$ cat config.mk
export PLATFORM = sky130hd
export DESIGN_NAME = pipe_stage_skid
export DESIGN_NICKNAME = d
export VERILOG_FILES = /design/src/rtl/pipe_pkg.sv /design/src/rtl/pipe_data_reg.sv /design/src/rtl/pipe_stage_skid.sv
export SDC_FILE = /design/constraint.sdc
export NUM_CORES = 1
export LEC_CHECK = 0
export CAP_MARGIN = 20
export CORE_MARGIN = 10
export CORE_UTILIZATION = 52
export DETAILED_ROUTE_END_ITERATION = 6
export PLACE_DENSITY = 0.84
export SYNTH_ARGS = -nofsm -noshare
export SYNTH_HDL_FRONTEND = slang
export SYNTH_SLANG_ARGS = --single-unit
$ cat constraint.sdc
create_clock -name clk -period 3.6 [get_ports clk]
set_input_delay 0.9 -clock clk [delete_from_list [all_inputs] [get_ports clk]]
set_output_delay 0.9 -clock clk [all_outputs]
set_load 0.01 [all_outputs]
$ cat src/rtl/pipe_pkg.sv
// rtl/pipe_pkg.sv - shared state encoding and occupancy helpers for the skid pipeline stage
package pipe_pkg;

  localparam int OCC_W = 2;

  typedef enum logic [1:0] {
    EMPTY = 2'd0,
    ONE   = 2'd1,
    FULL  = 2'd2
  } state_t;

  // Beats held in a given state.
  function automatic logic [OCC_W-1:0] occ_of(input state_t s);
    case (s)
      ONE:     occ_of = 2'd1;
      FULL:    occ_of = 2'd2;
      default: occ_of = 2'd0;
    endcase
  endfunction

endpackage

$ cat src/rtl/pipe_data_reg.sv
// rtl/pipe_data_reg.sv - payload register with async reset, optional sync clear and load enable
module pipe_data_reg #(
  parameter int WIDTH      = 32,
  parameter bit CLEAR_DATA = 1'b1
) (
  input  logic             clk,
  input  logic             rst,
  input  logic             clear,
  input  logic             load,
  input  logic [WIDTH-1:0] d,
  output logic [WIDTH-1:0] q
);

  // Reset always zeroes; clear zeroes only when CLEAR_DATA is set and otherwise
  // blocks the load so a flushed beat never lands in the register.
  always_ff @(posedge clk or posedge rst) begin
    if (rst) begin
      q <= '0;
    end else if (clear) begin
      if (CLEAR_DATA) begin
        q <= '0;
      end
    end else if (load) begin
      q <= d;
    end
  end

endmodule

$ cat src/rtl/pipe_stage_skid.sv
// rtl/pipe_stage_skid.sv - valid/ready pipeline stage with a 2-entry skid buffer and registered in_ready
module pipe_stage_skid
  import pipe_pkg::*;
#(
  parameter int WIDTH      = 32,
  parameter bit CLEAR_DATA = 1'b1
) (
  input  logic             clk,
  input  logic             rst,
  input  logic             flush,
  input  logic             in_valid,
  input  logic [WIDTH-1:0] in_data,
  output logic             in_ready,
  output logic             out_valid,
  output logic [WIDTH-1:0] out_data,
  input  logic             out_ready,
  output logic [OCC_W-1:0] occupancy
);

  state_t           state_q;
  state_t           state_d;
  logic             in_ready_q;
  logic [OCC_W-1:0] occ_q;
  logic             in_fire;
  logic             out_fire;
  logic             load_main;
  logic             load_skid;
  logic             main_from_skid;
  logic [WIDTH-1:0] main_d;
  logic [WIDTH-1:0] main_q;
  logic [WIDTH-1:0] skid_q;

  assign in_ready  = in_ready_q;
  assign out_valid = (state_q != EMPTY);
  assign out_data  = main_q;
  assign occupancy = occ_q;
  assign in_fire   = in_valid & in_ready_q;
  assign out_fire  = out_valid & out_ready;
  assign main_d    = main_from_skid ? skid_q : in_data;

  // State register; in_ready and occupancy are flopped from the next state so
  // neither output has a combinational path from out_ready.
  always_ff @(posedge clk or posedge rst) begin
    if (rst) begin
      state_q    <= EMPTY;
      in_ready_q <= 1'b1;
      occ_q      <= '0;
    end else begin
      state_q    <= state_d;
      in_ready_q <= (state_d != FULL);
      occ_q      <= occ_of(state_d);
    end
  end

  // Next-state and data-load decode; flush overrides every handshake.
  always_comb begin
    state_d        = state_q;
    load_main      = 1'b0;
    load_skid      = 1'b0;
    main_from_skid = 1'b0;
    if (flush) begin
      state_d = EMPTY;
    end else begin
      case (state_q)
        EMPTY: begin
          if (in_fire) begin
            state_d   = ONE;
            load_main = 1'b1;
          end
        end
        ONE: begin
          if (in_fire && out_fire) begin
            load_main = 1'b1;
          end else if (in_fire) begin
            state_d   = FULL;
            load_skid = 1'b1;
          end else if (out_fire) begin
            state_d = EMPTY;
          end
        end
        FULL: begin
          if (out_fire) begin
            state_d        = ONE;
            load_main      = 1'b1;
            main_from_skid = 1'b1;
          end
        end
        default: state_d = EMPTY;
      endcase
    end
  end

  pipe_data_reg #(
    .WIDTH      (WIDTH),
    .CLEAR_DATA (CLEAR_DATA)
  ) u_main (
    .clk   (clk),
    .rst   (rst),
    .clear (flush),
    .load  (load_main),
    .d     (main_d),
    .q     (main_q)
  );

  pipe_data_reg #(
    .WIDTH      (WIDTH),
    .CLEAR_DATA (CLEAR_DATA)
  ) u_skid (
    .clk   (clk),
    .rst   (rst),
    .clear (flush),
    .load  (load_skid),
    .d     (in_data),
    .q     (skid_q)
  );

endmodule

### After elaboration in Yosys (flattened, before gate mapping)

Cells that the tools add are included.

| operators by class | value |
|---|---|
| div/mod/pow operators | 0 |
| equal/unequal tests | 5 |
| multipliers | 0 |
| reduce and logical (&&, ||, !) cells | 5 |
| $add $sub $neg | 0 |
| bitwise logic cells | 2 |
| muxes and demuxes | 23 |
| order comparisons | 0 |
| shift operators | 0 |

Operator list:

| operator | number |
|---|---|
| $mux 32 | 5 |
| $mux 2 | 6 |
| $mux 1 | 9 |
| $pmux 2 s3 | 1 |
| $reduce_bool 2->1 | 3 |
| $eq 2x1->1 const B | 2 |
| $eq 2x2->1 const B | 2 |
| $pmux 2 s2 | 1 |
| $pmux 1 s3 | 1 |
| $and 1x1->1 | 2 |
| $logic_not 2->1 | 1 |
| $ne 2x2->1 const B | 1 |
| $logic_and 1x1->1 | 1 |

| storage, ports and cells | value |
|---|---|
| word-level logic and storage cells | 40 |
| ROM bits | 0 |
| RAM bits | 0 |
| latch bits | 0 |
| output and inout bits | 36 |
| bits in registers | 69 |
| input bits | 37 |
| memories | 0 |

### Depth between registers and ports, before layout

| logic depth | value |
|---|---|
| depth after elaboration | 9 |
| mapped depth | 5 |
| mapped depth without buffers | 4 |

### Cells and area by module

From an unflattened synthesis, not the netlist that was laid out.

| second synthesis, totals | value |
|---|---|
| cell total of the unflattened synthesis | 268 |
| area, all modules | 3458.3 um^2 |

By module, submodules not included:

| module | seq. area each (um^2) | area each (um^2) | times used | cells each |
|---|---|---|---|---|
| pipe_data_reg | 800.8 | 1327.5 | 2 | 104 |
| pipe_stage_skid | 126.4 | 803.3 | 1 | 60 |

### Worst setup path after synthesis

Ideal clock, no wire load.

| timing | value |
|---|---|
| path kind | input-to-reg |
| start | in out_ready |
| end | reg u_skid.q[0] |
| path buffers | 1 |
| library setup time | 0.066 ns |
| stages on the path | 4 |
| slack | 1.590 ns |
| arrival time | 1.944 ns |
| required time | 3.534 ns |
| cells stage by stage | nand2b_1 -> nor4_2 -> clkbuf_1 -> a22o_1 |

| between the ends | value |
|---|---|
| longest elaborated chain between the ends | 6 |

RTL lines:

| what | RTL line | RTL |
|---|---|---|
| start, declared | pipe_stage_skid.sv:16 | `input logic out_ready,` |
| $and 1x1->1 | pipe_stage_skid.sv:38 | `assign out_fire = out_valid & out_ready;` |
| $logic_and 1x1->1 | pipe_stage_skid.sv:72 | `if (in_fire && out_fire) begin` |
| $mux 1 | pipe_stage_skid.sv:72 |  |
| $mux 1 | pipe_stage_skid.sv:64 | `case (state_q)` |
| $mux 1 | pipe_stage_skid.sv:61 | `if (flush) begin` |
| $reduce_bool 2->1 (no source line) | -- |  |
| end signal, assigned | pipe_data_reg.sv:18 | `q <= '0;` |
| end signal, assigned | pipe_data_reg.sv:21 | `q <= '0;` |
| end signal, assigned | pipe_data_reg.sv:24 | `q <= d;` |
| end, declared | pipe_data_reg.sv:11 | `output logic [WIDTH-1:0] q` |

Every way passes these cells.
A chain may end at the register's enable or synchronous reset.

### Final worst setup path

| timing | value |
|---|---|
| start | in out_ready |
| end | reg u_skid.q[11] |

Same word-level chain as after synthesis.

==> impl_metrics.csv <==
group,metric,value,unit
worst_hold_path,min_path_cells,2,
placed_design,dp_hpwl,4660,microns
logic_synthesis,synth_cells,236,
detailed_routing,wl_per_cell,17.5,microns
clocking,clk_latency,0.33,ns
logic_synthesis,ys_top_cells_by_area,"dfrtp_1 58%, mux2i_1 11%, a22o_1 9.6%",
clocking,ctsRootBufferMaster,"clkbuf_8",
logic_synthesis,synth_compound_area_share,19.2,%
pwr,vdd_drop_max,276,uV
sta,fmax,391,MHz
logic_synthesis,yosysUniqueCellTypes,23,
logic_synthesis,async_flop_share,100,%
clocking,cts_buffer_depth,2,
logic_synthesis,synth_seq_cells,69,
critical_path,crit_chain,"clkdlybuf4s50_1, nand2b_1, nor3_1, nor2_2, buf_8, a22o_1",
final_layout,antenna_cells,0,
clocking,cts_setup_buffers,0,
final_layout,drive_above_1_share,8.97,%
critical_path,reg2regPathDepth,5,
clocking,cts_hold_buf,0,
worst_hold_path,min_path_type,"reg -> reg",
logic_synthesis,synth-xor-area-share,0.301,%
critical_path,path_buf_inv,2,
pwr,p_leak,1.65,nW
global_route,grt_pass1_wl,11200,microns
sta,rsz0062_at_grt,"false",
final_layout,nets,344,
pwr,powerDensity,433,nW/um^2
floorplan,top_level_ports,73,
global_route,grt_usage,15.8,%
critical_path,cp-end-kind,"flip-flop",
critical_path,cp_top_family,"simple AND/OR/NAND/NOR gates",
sta,fin_worst_skew,0.00550,ns
logic_synthesis,synth_top_family_by_area,"compound AO/OA/AOI/OAI gates",
floorplan,start_util,53.2,%
detailed_routing,remaining_drc_errors,0,
logic_synthesis,synth-simple-area-share,6.87,%
logic_synthesis,synthTopCellsByCount,"68 x dfrtp_1, 33 x nand2_1, 32 x a22o_1, 32 x mux2i_1, 32 x o31ai_1",
sta,layout_min_cycle_time,2.56,ns
detailed_routing,routed_wl,6730,microns
final_layout,synthToLayoutAreaGrowth,34.1,%
placed_design,gp_congestion,0.727,
clocking,cts_resized,0,
logic_synthesis,yosysMostFrequentCell,"dfrtp_1",
placed_design,dp_cells,368,
critical_path,cp.depth,6,
clocking,cts_tree,"built",
clocking,cts.sinks,69,
final_layout,fillerInstances,414,
critical_path,cp.arrival,2.83,ns
critical_path,critPathSlowestCell,"clkdlybuf4s50_1",
detailed_routing,viasPerCell,5.60,
sta,max_slew.worst_pin.slew,0.831,ns
floorplan,die_h,94.8,microns
detailed_routing,ant_nets,0,
detailed_routing,first_pass_iters,4,
logic_synthesis,yosys.area.top_type,"dfrtp_1",
global_route,grt_start_max_net_pins,40,
detailed_routing,vias,2152,
clocking,htree_levels,3,
clocking,cts_made_buffers,9,
sta,slew_viol_final,0,
sta,hold_viol,0,
floorplan,dieArea,9000,sq um
placed_design,port_buffers,72,
logic_synthesis,ys_seq_area_share,59.3,%
job,maxCapViolCount,0,
critical_path,path_max_fanout,18,
logic_synthesis,syn-cell-area,2910,sq um
floorplan,die_w,94.8,microns
global_route,grt_pass1_vias,2184,
sta,fin_tns_setup,0,ns
sta,finalSetupViolCount,0,
logic_synthesis,syn_avg_cell_area,12.3,sq um
floorplan,core_area,5470,sq um
floorplan,rows,27,
critical_path,crit_path_start_kind,"input port",
global_route,grt_overflow,0,
sta,maxSlewHeadroom,44.6,%
run_status,status,"finished, final reports clean",
logic_synthesis,synth_edf_count,0,
final_layout,finalNonFillerCells,384,
logic_synthesis,syn_nets,273,
logic_synthesis,synth_top_area_share,58.4,%
detailed_routing,drt_iter0_drc,115,
logic_synthesis,synth_fa_ha_area_share,0,%
global_route,antenna_found_initial,0,
sta,final_min_period_over_clock_period,71.1,%
final_layout,final_util,71.4,%
logic_synthesis,synth-main-ff-cell,"dfrtp_1",
critical_path,slowest_delay,0.58,ns
logic_synthesis,synth.mux.area_fraction,11.0,%
logic_synthesis,ys_warn_count,0,
critical_path,crit_required,3.87,ns
clocking,cts.reportedPaths.clkPinSlew,0.07,ns
critical_path,path_class,"in -> reg",
[state kept, by name (all words and copies together) (netlist names)]
register / count
u_main.q: 32
occupancy: 2
u_skid.q: 32
state_q: 2
in_ready: 1
[final timing paths]
kind                             startpoint            to  slack, ns
max in group asynchronous               rst      in_ready       1.90
worst min-delay path            u_main.q[8]   u_main.q[8]       0.47
worst max register to register   state_q[0]  u_skid.q[11]       1.84
worst max-delay path              out_ready  u_skid.q[11]       1.04
min in group asynchronous               rst  u_main.q[20]       0.95
worst min register to register  u_main.q[8]   u_main.q[8]       0.47
[cells in the final DEF (no fill, tap or decap)]
cell type        netlist  routed
nor2_1                 3       2
a21oi_1                1       1
nand2_1               33      33
dfrtp_1               68      68
or3_1                  1       1
buf_4                  0       5
clkbuf_1               8       3
a221oi_4               1       1
a22o_1                32      32
clkinv_2               0       2
dfstp_2                1       1
nand2b_1               1       1
buf_2                 11       1
nor2_2                 1       1
bufinv_16              0       1
nor4_4                 0       1
clkbuf_8               0       9
buf_8                  0       1
or2_2                  1       1
mux2i_1               32      32
xnor2_1                1       1
nor2b_1                1       1
nor2_4                 0       1
clkinv_4               0       1
inv_2                  0       1
nand3b_1               1       1
inv_1                  3       2
clkdlybuf4s50_1        0      71
o21a_1                 1       1
and3b_1                1       1
buf_12                 0       1
nor3_1                 1       1
o31ai_1               32      32
[area by class of cell]
cell class,count,area (sq um),area share (%)
sequential,69,1730,44.2
multi-input combinational,145,1100,28.3
timing repair buffer,79,788,20.2
clock buffer,12,135,3.46
tap,72,90.1,2.31
clock inverter,4,48.8,1.25
inverter,3,11.3,0.288
[logic make-up (layout without fill, tap and decap cells)]
kind of cell	count (synthesis)	after routing
AND/OR/NAND/NOR	45	45
XOR/XNOR	1	1
multiplexers	32	32
AO/OA/AOI/OAI	67	67
flip-flops	69	69
buffers and inverters	22	98
[worst reg2reg max path, delay by kind of cell (launching register included)]
family / cells / cell delay, ns
buffers and inverters: 1 / 0.25
flip-flops: 1 / 0.41
AO/OA/AOI/OAI: 1 / 0.16
AND/OR/NAND/NOR: 3 / 0.88
[layer usage]
| layer | vias up | wire, microns | GRT usage (%) |
|---|---|---|---|
| met1 | 1064 | 2940 | 20.4 |
| met4 | 0 | 73 | 5.61 |
| met2 | 72 | 3170 | 23.9 |
| li1 | 1008 | - | - |
| met3 | 8 | 552 | 5.71 |
| met5 | - | 0 | 0 |
[where the power goes]
| part | total [mW] | internal (mW) | switching (mW) |
|---|---|---|---|
| Combinational | 0.253 | 0.133 | 0.120 |
| Sequential | 0.842 | 0.818 | 0.0239 |
| Clock | 0.597 | 0.320 | 0.278 |
[metrics by stage]
step	hold slack [ns]	instance area, sq um	total power [mW]	worst slack (ns)
finish	0.473	3910	1.69	1.04
global route	0.493	3910	1.77	0.912
CTS	0.482	3910	1.71	1.04
detailed placement	0.465	3720	1.11	0.688
global placement	0.458	3710	1.11	0.444
floorplan	0.473	2910	0.966	0.962
(Power assumes the default switching activity.)
